===== config.mk =====
export PLATFORM = sky130hd
export DESIGN_NAME = logo_bounce_engine
export DESIGN_NICKNAME = d
export VERILOG_FILES = /design/src/rtl/gfx_pkg.sv /design/src/rtl/logo_rom.sv /design/src/rtl/logo_bounce_engine.sv
export SDC_FILE = /design/constraint.sdc
export NUM_CORES = 1
export LEC_CHECK = 0
export ABC_AREA = 1
export BUFFER_PORTS_ARGS = -buffer_cell sky130_fd_sc_hd__buf_4
export CORE_UTILIZATION = 55
export DETAILED_ROUTE_END_ITERATION = 16
export PLACE_DENSITY = 0.76
export SKIP_CTS_REPAIR_TIMING = 1
export SLEW_MARGIN = 20
export SYNTH_ARGS = -nofsm -noshare
export SYNTH_HDL_FRONTEND = slang
export SYNTH_SLANG_ARGS = --single-unit

===== constraint.sdc =====
create_clock -name clk -period 7.78 [get_ports clk]
set_input_delay 2.334 -clock clk [delete_from_list [all_inputs] [get_ports clk]]
set_output_delay 2.334 -clock clk [all_outputs]
set_load 0.1 [all_outputs]

===== src/rtl/gfx_pkg.sv =====
// Shared graphics definitions for the bouncing-logo block.
//  - dir_e / axis_t : per-axis motion direction and the result of one motion step
//  - LOGO_ROWS      : 22x9 "TT08" glyph bitmap, bit 0 = leftmost column
//  - PALETTE        : eight RGB222 colours stepped on every wall hit, entry 0 is white
//  - axis_step      : one motion step of a single axis with clamping at both walls
package gfx_pkg;

    typedef enum logic {
        DIR_POS = 1'b0,
        DIR_NEG = 1'b1
    } dir_e;

    typedef struct packed {
        logic [10:0] pos;
        dir_e        dir;
        logic        hit;
    } axis_t;

    localparam int GLYPH_W = 22;
    localparam int GLYPH_H = 9;

    localparam logic [GLYPH_W-1:0] LOGO_ROWS [0:GLYPH_H-1] = '{
        22'h0633DE,
        22'h09498C,
        22'h09498C,
        22'h06498C,
        22'h09498C,
        22'h09498C,
        22'h06318C,
        22'h000000,
        22'h000000
    };

    localparam logic [5:0] PALETTE [0:7] = '{
        6'h3F, 6'h30, 6'h0C, 6'h03, 6'h3C, 6'h0F, 6'h33, 6'h2A
    };

    // The subtract side compares pos <= step first, so the 11-bit result never wraps.
    function automatic axis_t axis_step(input logic [10:0] pos, input dir_e dir,
                                        input logic [10:0] step, input logic [10:0] lim);
        axis_t res;
        res.pos = pos;
        res.dir = dir;
        res.hit = 1'b0;
        case (dir)
            DIR_POS: begin
                if ((pos + step) >= lim) begin
                    res.pos = lim;
                    res.dir = DIR_NEG;
                    res.hit = 1'b1;
                end else begin
                    res.pos = pos + step;
                end
            end
            DIR_NEG: begin
                if (pos <= step) begin
                    res.pos = 11'd0;
                    res.dir = DIR_POS;
                    res.hit = 1'b1;
                end else begin
                    res.pos = pos - step;
                end
            end
            default: begin
                res.pos = pos;
                res.dir = DIR_POS;
                res.hit = 1'b0;
            end
        endcase
        return res;
    endfunction

endpackage


===== src/rtl/logo_rom.sv =====
// Combinational logo bitmap lookup.
//  row  : source-pixel row index (11 bits, may lie beyond the bitmap)
//  bits : LOGO_W-bit row vector, bit 0 = leftmost column; zero for row >= LOGO_H
module logo_rom
    import gfx_pkg::*;
#(
    parameter int LOGO_W = 22,
    parameter int LOGO_H = 9
) (
    input  logic [10:0]       row,
    output logic [LOGO_W-1:0] bits
);

    // Row select; anything outside the bitmap reads as background.
    always_comb begin
        if (row < 11'(LOGO_H)) begin
            case (row)
                11'd0:   bits = LOGO_W'(LOGO_ROWS[0]);
                11'd1:   bits = LOGO_W'(LOGO_ROWS[1]);
                11'd2:   bits = LOGO_W'(LOGO_ROWS[2]);
                11'd3:   bits = LOGO_W'(LOGO_ROWS[3]);
                11'd4:   bits = LOGO_W'(LOGO_ROWS[4]);
                11'd5:   bits = LOGO_W'(LOGO_ROWS[5]);
                11'd6:   bits = LOGO_W'(LOGO_ROWS[6]);
                11'd7:   bits = LOGO_W'(LOGO_ROWS[7]);
                11'd8:   bits = LOGO_W'(LOGO_ROWS[8]);
                default: bits = {LOGO_W{1'b0}};
            endcase
        end else begin
            bits = {LOGO_W{1'b0}};
        end
    end

endmodule


===== src/rtl/logo_bounce_engine.sv =====
// Bouncing up-scaled logo renderer between the VGA timing generator and RGB222 pins.
//  clk, rst_n            : pixel clock, asynchronous active-low reset
//  x, y, frame_active    : current pixel coordinate and visible-area flag
//  frame_tick            : one pulse per frame in vertical blanking, advances motion
//  move_en               : 1 = logo moves on frame_tick, 0 = frozen
//  r, g, b               : registered colour outputs, 1-cycle latency from x/y
//  bounce                : one-cycle pulse on the cycle after any wall hit
module logo_bounce_engine
    import gfx_pkg::*;
#(
    parameter int LOGO_W     = 22,
    parameter int LOGO_H     = 9,
    parameter int SCALE_LOG2 = 2,
    parameter int H_ACTIVE   = 640,
    parameter int V_ACTIVE   = 480,
    parameter int STEP       = 1,
    parameter int INIT_X     = 32,
    parameter int INIT_Y     = 40
) (
    input  logic       clk,
    input  logic       rst_n,
    input  logic [9:0] x,
    input  logic [9:0] y,
    input  logic       frame_active,
    input  logic       frame_tick,
    input  logic       move_en,
    output logic [1:0] r,
    output logic [1:0] g,
    output logic [1:0] b,
    output logic       bounce
);

    localparam logic [10:0] SW       = 11'(LOGO_W << SCALE_LOG2);
    localparam logic [10:0] SH       = 11'(LOGO_H << SCALE_LOG2);
    localparam logic [10:0] XMAX     = 11'(H_ACTIVE - (LOGO_W << SCALE_LOG2));
    localparam logic [10:0] YMAX     = 11'(V_ACTIVE - (LOGO_H << SCALE_LOG2));
    localparam logic [10:0] STEP_V   = 11'(STEP);
    localparam logic [10:0] INIT_X_V = 11'(INIT_X);
    localparam logic [10:0] INIT_Y_V = 11'(INIT_Y);

    logic [10:0]       pos_x_r, pos_y_r;
    dir_e              dir_x_r, dir_y_r;
    logic [2:0]        col_idx_r;
    logic [5:0]        rgb_r;
    logic              bounce_r;

    axis_t             ax_s, ay_s;
    logic [10:0]       pos_x_nxt_s, pos_y_nxt_s;
    dir_e              dir_x_nxt_s, dir_y_nxt_s;
    logic [2:0]        col_idx_nxt_s;
    logic              wall_s;

    logic [10:0]       rel_x_s, rel_y_s, col_s, row_s;
    logic              in_box_s, pix_bit_s;
    logic [LOGO_W-1:0] row_bits_s;
    logic [5:0]        rgb_nxt_s;

    logo_rom #(
        .LOGO_W (LOGO_W),
        .LOGO_H (LOGO_H)
    ) u_rom (
        .row  (row_s),
        .bits (row_bits_s)
    );

    // Motion next-state: both axes step on an enabled tick, any wall hit advances the colour once.
    always_comb begin
        ax_s          = axis_step(pos_x_r, dir_x_r, STEP_V, XMAX);
        ay_s          = axis_step(pos_y_r, dir_y_r, STEP_V, YMAX);
        pos_x_nxt_s   = pos_x_r;
        pos_y_nxt_s   = pos_y_r;
        dir_x_nxt_s   = dir_x_r;
        dir_y_nxt_s   = dir_y_r;
        col_idx_nxt_s = col_idx_r;
        wall_s        = 1'b0;
        if (frame_tick && move_en) begin
            pos_x_nxt_s = ax_s.pos;
            pos_y_nxt_s = ay_s.pos;
            dir_x_nxt_s = ax_s.dir;
            dir_y_nxt_s = ay_s.dir;
            wall_s      = ax_s.hit | ay_s.hit;
            if (wall_s) begin
                col_idx_nxt_s = col_idx_r + 3'd1;
            end else begin
                col_idx_nxt_s = col_idx_r;
            end
        end else begin
            wall_s = 1'b0;
        end
    end

    // Pixel address: offsets are 11 bits so x < pos wraps high and fails the < SW test.
    always_comb begin
        rel_x_s = {1'b0, x} - pos_x_r;
        rel_y_s = {1'b0, y} - pos_y_r;
        col_s   = rel_x_s >> SCALE_LOG2;
        row_s   = rel_y_s >> SCALE_LOG2;
    end

    // Pixel colour: bitmap bit inside the logo box, black everywhere else.
    always_comb begin
        in_box_s = frame_active && ({1'b0, x} >= pos_x_r) && (rel_x_s < SW)
                                && ({1'b0, y} >= pos_y_r) && (rel_y_s < SH);
        pix_bit_s = 1'b0;
        for (int i = 0; i < LOGO_W; i++) begin
            if (col_s == 11'(i)) begin
                pix_bit_s = row_bits_s[i];
            end else begin
                pix_bit_s = pix_bit_s;
            end
        end
        if (in_box_s && pix_bit_s) begin
            rgb_nxt_s = PALETTE[col_idx_r];
        end else begin
            rgb_nxt_s = 6'h00;
        end
    end

    // Motion and palette state registers.
    always_ff @(posedge clk or negedge rst_n) begin
        if (!rst_n) begin
            pos_x_r   <= INIT_X_V;
            pos_y_r   <= INIT_Y_V;
            dir_x_r   <= DIR_POS;
            dir_y_r   <= DIR_POS;
            col_idx_r <= 3'd0;
        end else begin
            pos_x_r   <= pos_x_nxt_s;
            pos_y_r   <= pos_y_nxt_s;
            dir_x_r   <= dir_x_nxt_s;
            dir_y_r   <= dir_y_nxt_s;
            col_idx_r <= col_idx_nxt_s;
        end
    end

    // Registered colour and bounce outputs.
    always_ff @(posedge clk or negedge rst_n) begin
        if (!rst_n) begin
            rgb_r    <= 6'h00;
            bounce_r <= 1'b0;
        end else begin
            rgb_r    <= rgb_nxt_s;
            bounce_r <= wall_s;
        end
    end

    assign r      = rgb_r[5:4];
    assign g      = rgb_r[3:2];
    assign b      = rgb_r[1:0];
    assign bounce = bounce_r;

endmodule


# [Yosys cells after proc, flatten, opt, wreduce, memory -nomap -nowiden]
# Memories as Yosys holds them, arrays and structs flattened.
# Cells that the tools add are included.
[op_classes] add_sub_neg=7 mul=0 div=0 n_lt_le_gt_ge=10 eq_ne=21 shift=0 muxes=38 bitwise_logic=4 n_reduce_logical=9
[ops] cell="equality test 9 x 4 -> 1 bit (second input constant)" count=8
[ops] cell="equality test 9 x 5 -> 1 bit (second input constant)" count=6
[ops] cell="case mux 13 bit (2 select lines)" count=2
[ops] cell="2-to-1 mux 11 bit" count=4
[ops] cell="2-to-1 mux 22 bit" count=2
[ops] cell="equality test 9 x 3 -> 1 bit (second input constant)" count=4
[ops] cell="2-to-1 mux 1 bit" count=23
[ops] cell="adder 11 x 1 -> 11 bit (second input constant)" count=2
[ops] cell=">= comparator 10 x 11 -> 1 bit" count=2
[ops] cell="<= comparator 11 x 1 -> 1 bit (second input constant)" count=2
[ops] cell="subtractor 10 x 11 -> 11 bit" count=2
[ops] cell="subtractor 11 x 1 -> 11 bit (second input constant)" count=2
[ops] cell="equality test 9 x 2 -> 1 bit (second input constant)" count=2
[ops] cell="2-to-1 mux 6 bit" count=3
[ops] cell=">= comparator 11 x 10 -> 1 bit (second input constant)" count=1
[ops] cell=">= comparator 11 x 9 -> 1 bit (second input constant)" count=1
[ops] cell="zero test 11 bit" count=1
[ops] cell="< comparator 11 x 6 -> 1 bit (second input constant)" count=1
[ops] cell="< comparator 11 x 7 -> 1 bit (second input constant)" count=1
[ops] cell="equality test 9 x 1 -> 1 bit (second input constant)" count=1
[ops] cell="< comparator 9 x 4 -> 1 bit (second input constant)" count=1
[ops] cell="2-to-1 mux 2 bit" count=4
[ops] cell="zero test 7 bit" count=1
[ops] cell="logical AND 1 bit" count=6
[ops] cell="other kinds (6)" count=7
[totals] ff_bits=34 latch_bits=0 ramBits=0 romBits=304 in_bits=25 word_cells=98 n_memories=2
[memory_table] memory="(name not given)" words=16 width=16 read_ports=1 rd_ports_with_merged_regs=0 write_ports=0 line="logo_rom.sv:17" rtl="case (row)"
[memory_table] memory="(name not given)" words=8 width=6 read_ports=1 rd_ports_with_merged_regs=0 write_ports=0 line="logo_bounce_engine.sv:113" rtl="rgb_nxt_s = PALETTE[col_idx_r];"

# [Logic depth before layout (Yosys ltp)]
[logic_depth] depth_word=28 ltp_mapped=23

# [Hierarchy]
# A second synthesis with hierarchy kept.
[unflattened] cells_unflattened=624 area_unflattened_um2=4068.9
[by_module_without_submodules] module="logo_bounce_engine" instances=1 cells_per_inst=567 area_per_inst_um2=3748.6 seq_area_each_um2=854.6
[by_module_without_submodules] module="logo_rom" instances=1 cells_per_inst=57 area_per_inst_um2=320.3 seq_area_each_um2=0.0

# [Least setup slack after synthesis]
# No wires, ideal clock.
[synth_path] kind="input-to-reg" startpoint="input port y[2]" endpoint="register rgb_r[0]" setup_time_ps=73 t_arrival_ps=4183 required_time_ps=7707 path_slack_ps=3524 cell_stages=13 cell_sequence="ha_1 -> or2_2 -> nand3_1 -> nand2_1 -> ha_1 -> nand2_1 -> a21oi_1 -> nand3_1 -> a21boi_0 -> nand3_1 -> nand2_1 -> nand3_2 -> nor2_1"
[synth_via] elab_chain_cells=27 word_cells_on_any_way=34
[synth_lines] item="from (decl)" line="logo_bounce_engine.sv:23" rtl="input logic [9:0] y,"
[synth_lines] item="subtractor 10 x 11 -> 11 bit" line="logo_bounce_engine.sv:95" rtl="rel_y_s = {1'b0, y} - pos_y_r;"
[synth_lines] item="< comparator 9 x 4 -> 1 bit (tied with other cells)" line="logo_rom.sv:16" rtl="if (row < 11'(LOGO_H)) begin"
[synth_lines] item="2-to-1 mux 22 bit (on tied branches)" line="logo_rom.sv:16, logo_rom.sv:17"
[synth_lines] item="2-to-1 mux 1 bit / 2-to-1 mux 22 bit (equally long branches)" line="logo_bounce_engine.sv:106, logo_rom.sv:16"
[synth_lines] item="2-to-1 mux 1 bit (21 in series)" line="logo_bounce_engine.sv:106" rtl="if (col_s == 11'(i)) begin"
[synth_lines] item="logical AND 1 bit (*)" line="logo_bounce_engine.sv:112" rtl="if (in_box_s && pix_bit_s) begin"
[synth_lines] item="2-to-1 mux 6 bit (*)" line="logo_bounce_engine.sv:112"
[synth_lines] item="named net rgb_nxt_s[0]" line="logo_bounce_engine.sv:56" rtl="logic [5:0] rgb_nxt_s;"
[synth_lines] item="to (signal assigned)" line="logo_bounce_engine.sv:142" rtl="rgb_r <= rgb_nxt_s;"
[synth_lines] item="to (decl)" line="logo_bounce_engine.sv:44" rtl="logic [5:0] rgb_r;"
# The timed path passes the listed nets; every way through them passes the cells marked *.
# A chain may end at the register's enable or synchronous reset.

# [Worst setup path in the final report]
# Ends and elaborated chain as after synthesis.

==> impl_metrics.xml <==
<?xml version="1.0" encoding="UTF-8"?>
<metrics>
  <group name="critical_path">
    <metric name="arrival" unit="ns">4.62</metric>
    <metric name="worst_ep_required" unit="ns">7.99</metric>
    <metric name="critical_path.endpoint_type" unit="">flop</metric>
    <metric name="worst_setup_path_start_kind" unit="">input port</metric>
    <metric name="critPathKind" unit="">in2reg</metric>
    <metric name="crit_path_max_fanout" unit="">6</metric>
  </group>
  <group name="logic_synthesis">
    <metric name="postSynthCellCount" unit="">635</metric>
    <metric name="yosysWarnings" unit="">0</metric>
    <metric name="netlist_top_cells_count" unit="">sky130_fd_sc_hd__nand2_1 (184), sky130_fd_sc_hd__inv_1 (99), sky130_fd_sc_hd__nor2_1 (63), sky130_fd_sc_hd__nand3_1 (55), sky130_fd_sc_hd__ha_1 (34)</metric>
    <metric name="ys_dominant_reg_cell" unit="">sky130_fd_sc_hd__dfrtp_1</metric>
    <metric name="yosysTopAreaCellShare" unit="%">19.43</metric>
    <metric name="synth_area_leader_cell" unit="">sky130_fd_sc_hd__dfrtp_1</metric>
    <metric name="synth_most_common_cell" unit="">sky130_fd_sc_hd__nand2_1</metric>
    <metric name="synth.yosys.seq_area_share" unit="%">21.40</metric>
    <metric name="synth_edf_count" unit="">0</metric>
    <metric name="syn_nets" unit="">694</metric>
    <metric name="synthesis.area" unit="mm²">0.003993</metric>
    <metric name="syn_avg_cell_area" unit="µm²">6.288</metric>
    <metric name="synth_top_cells_by_area" unit="">sky130_fd_sc_hd__dfrtp_1 (19%), sky130_fd_sc_hd__nand2_1 (17%), sky130_fd_sc_hd__ha_1 (11%)</metric>
    <metric name="synth_cell_types" unit="">47</metric>
    <metric name="postSynthRegisterBits" unit="">34</metric>
    <metric name="synthArstFlopShare" unit="%">100.0</metric>
  </group>
  <group name="timing">
    <metric name="report.final.hold_viol_count" unit="">0</metric>
    <metric name="rsz_0062_raised_after_global_routing" unit="">no</metric>
    <metric name="tightest_pin_transition" unit="ns">0.9890</metric>
    <metric name="final_worst_path_period_need" unit="ns">4.410</metric>
    <metric name="fraction_of_the_cycle_the_final_worst_path_needs" unit="%">56.68</metric>
    <metric name="setup-violations-final" unit="">0</metric>
    <metric name="timing.clock.skew" unit="ns">0.009971</metric>
    <metric name="report.final.slew_viol_count" unit="">0</metric>
    <metric name="fin_tns_setup" unit="ns">0</metric>
    <metric name="fmaxAchievable" unit="MHz">226.8</metric>
    <metric name="max-slew-margin-rel" unit="%">33.99</metric>
  </group>
  <group name="floorplan">
    <metric name="die_w" unit="µm">87.20</metric>
    <metric name="placementRows" unit="">30</metric>
    <metric name="initial_utilization" unit="%">57.81</metric>
    <metric name="fp.dieH" unit="µm">87.20</metric>
    <metric name="boundaryPins" unit="">32</metric>
    <metric name="area_of_the_core" unit="mm²">0.006907</metric>
    <metric name="fp.dieArea" unit="mm²">0.007604</metric>
  </group>
  <group name="placement">
    <metric name="dp_hpwl" unit="µm">7850</metric>
    <metric name="port_buffers" unit="">31</metric>
    <metric name="cell_area_after_placement" unit="mm²">0.004294</metric>
    <metric name="gp_routability_congestion" unit="">0.9883</metric>
  </group>
  <group name="drt">
    <metric name="ant_nets" unit="">0</metric>
    <metric name="detailroute.via_count" unit="">4152</metric>
    <metric name="drt_pass1_iterations" unit="">6</metric>
    <metric name="drt-wirelength-per-cell" unit="µm">12.86</metric>
    <metric name="first_iter_violations" unit="">306</metric>
    <metric name="remaining_drc_errors" unit="">0</metric>
    <metric name="route.detailed.vias_per_inst" unit="">5.449</metric>
    <metric name="routed_wirelength" unit="µm">9797</metric>
  </group>
  <group name="power_and_ir_drop">
    <metric name="total_leakage_power" unit="nW">2.417</metric>
    <metric name="peakVddDrop" unit="V">0.0001827</metric>
    <metric name="power_per_cell_area" unit="mW/mm²">271.7</metric>
  </group>
  <group name="global_route">
    <metric name="antenna_violations_before_repair" unit="">0</metric>
    <metric name="grt.overflow.total" unit="">0</metric>
    <metric name="global_route_wire_length_before_repair" unit="µm">16440</metric>
    <metric name="largest_net_degree_at_the_start_of_global_routing" unit="">35</metric>
    <metric name="global_routing_usage_summed_across_all_routing_layers" unit="%">27.18</metric>
    <metric name="first_global_vias" unit="">3785</metric>
  </group>
  <group name="final_layout">
    <metric name="layout.nets" unit="">724</metric>
    <metric name="layout-drive-gt1-share" unit="%">9.910</metric>
    <metric name="antenna-diode-count" unit="">0</metric>
    <metric name="layout.core_utilization" unit="%">63.55</metric>
    <metric name="area_growth" unit="%">9.934</metric>
    <metric name="finalInstanceArea" unit="mm²">0.004389</metric>
  </group>
  <group name="clocking">
    <metric name="root_buf_cell" unit="">sky130_fd_sc_hd__clkbuf_8</metric>
    <metric name="cts.path.max_buffers" unit="">2</metric>
    <metric name="htreeDepth" unit="">2</metric>
    <metric name="cts_tree" unit="">yes</metric>
    <metric name="clk_transition_reported_paths" unit="ns">0.07</metric>
    <metric name="cts_num_sinks" unit="">34</metric>
    <metric name="tritoncts.num_buffers" unit="">5</metric>
    <metric name="clkLatencyLatePin" unit="ns">0.29</metric>
  </group>
  <group name="status">
    <metric name="run_status" unit="">finished clean</metric>
  </group>
  <group name="hold_path">
    <metric name="min_path_type" unit="">reg2reg</metric>
  </group>
  <group name="job">
    <metric name="drv_cap" unit="">0</metric>
  </group>
</metrics>
## cells in the final DEF (no fill, tap or decap), types with 2 or more instances in the layout
cell,count
sky130_fd_sc_hd__nand2_1,184
sky130_fd_sc_hd__inv_1,99
sky130_fd_sc_hd__nor2_1,63
sky130_fd_sc_hd__nand3_1,55
sky130_fd_sc_hd__ha_1,34
sky130_fd_sc_hd__dfrtp_1,31
sky130_fd_sc_hd__buf_4,31
sky130_fd_sc_hd__o21ai_0,28
sky130_fd_sc_hd__a21oi_1,24
sky130_fd_sc_hd__xor2_1,23
sky130_fd_sc_hd__nand4_1,18
sky130_fd_sc_hd__nor3_1,6
sky130_fd_sc_hd__o22ai_1,6
sky130_fd_sc_hd__clkbuf_8,6
sky130_fd_sc_hd__inv_2,5
sky130_fd_sc_hd__nor4_1,4
sky130_fd_sc_hd__o21ai_1,4
sky130_fd_sc_hd__nand2_4,4
sky130_fd_sc_hd__a22oi_1,4
sky130_fd_sc_hd__dfstp_2,3
sky130_fd_sc_hd__or2_2,2
sky130_fd_sc_hd__o31ai_1,2
sky130_fd_sc_hd__o21bai_1,2
sky130_fd_sc_hd__o21a_1,2
sky130_fd_sc_hd__nor3_4,2
sky130_fd_sc_hd__nor4_2,2
sky130_fd_sc_hd__xnor2_1,2
## per-stage QoR
stage	setup slack, ns	power [mW]	std cells	hold WS [ns]
2_1_floorplan	3.524	0.8850	635	0.4936
3_3_place_gp	3.151	1.030	754	0.5162
3_5_place_dp	3.102	1.047	754	0.5368
4_1_cts	3.368	1.187	762	0.5532
5_1_grt	3.140	1.324	762	0.5840
6_report	3.370	1.193	762	0.5539
## critical path, cell delays in order
cell and delay [ns]:
sky130_fd_sc_hd__buf_4 0.11, sky130_fd_sc_hd__ha_1 0.37, sky130_fd_sc_hd__or2_2 0.34, sky130_fd_sc_hd__nand3_1 0.09, sky130_fd_sc_hd__nand2_1 0.09, sky130_fd_sc_hd__ha_1 0.29, sky130_fd_sc_hd__nand2_1 0.06, sky130_fd_sc_hd__a21oi_1 0.15
sky130_fd_sc_hd__nand3_1 0.11, sky130_fd_sc_hd__a21boi_0 0.16, sky130_fd_sc_hd__nand3_1 0.11, sky130_fd_sc_hd__nand2_1 0.09, sky130_fd_sc_hd__nand3_2 0.16, sky130_fd_sc_hd__nor2_1 0.15
## where the power goes
| group | leakage [nW] | internal, mW | total (mW) | switching (mW) |
|---|---|---|---|---|
| sequential | 0.407 | 0.211 | 0.262 | 0.0512 |
| clock | 0.0472 | 0.0711 | 0.138 | 0.0666 |
| combinational | 1.96 | 0.274 | 0.793 | 0.519 |
| total | 2.42 | 0.556 | 1.19 | 0.637 |
## final cells by class
class	instances	area, µm²
inverter	105	394.1
clock inverter	2	12.51
multi-input combinational	488	2693
tap	96	120.1
timing repair buffer	31	232.7
fill	685	2517
clock buffer	6	82.58
sequential	34	854.6
## sequential cells by signal, summed over array words and instances (netlist names)
name       flops
dir_y_r        1
dir_x_r        1
pos_y_r       11
pos_x_r       11
rgb_r          6
bounce         1
col_idx_r      3
## final timing paths
check | start | endpoint | slack (ns) | depth (start not counted)
setup reg to reg | pos_y_r[2]$_DFFE_PN0P_ | rgb_r[0]$_DFF_PN0_ | 4.86 | 14
setup / recovery | y[2] | rgb_r[0]$_DFF_PN0_ | 3.37 | 14
min in group asynchronous | rst_n | pos_x_r[9]$_DFFE_PN0P_ | 1.97 | 1
hold / removal | col_idx_r[0]$_DFFE_PN0P_ | col_idx_r[0]$_DFFE_PN0P_ | 0.55 | 2
max in group asynchronous | rst_n | pos_y_r[3]$_DFFE_PN1P_ | 5.46 | 1
hold reg to reg | col_idx_r[0]$_DFFE_PN0P_ | col_idx_r[0]$_DFFE_PN0P_ | 0.55 | 2
## metal layers
metal | share of wire [%] | up-vias | global-route usage, % | wire length, µm
met3 | 5.3 | 24 | 2.749 | 517
met5 | 0 | - | 0 | 0
met4 | 1.8 | 0 | 9.836 | 172
li1 | - | 2106 | - | -
met2 | 49 | 137 | 46.46 | 4755
met1 | 44 | 1885 | 35.71 | 4351
## kinds of logic after synthesis
kind of cell    synth area share, %
compound gates                11.66
xor+xnor                      5.892
fa+ha+maj                     10.66
buf+inv                       11.16
flops                         21.40
simple gates                  39.24
No activity file was read; power rests on OpenSTA's default activity.
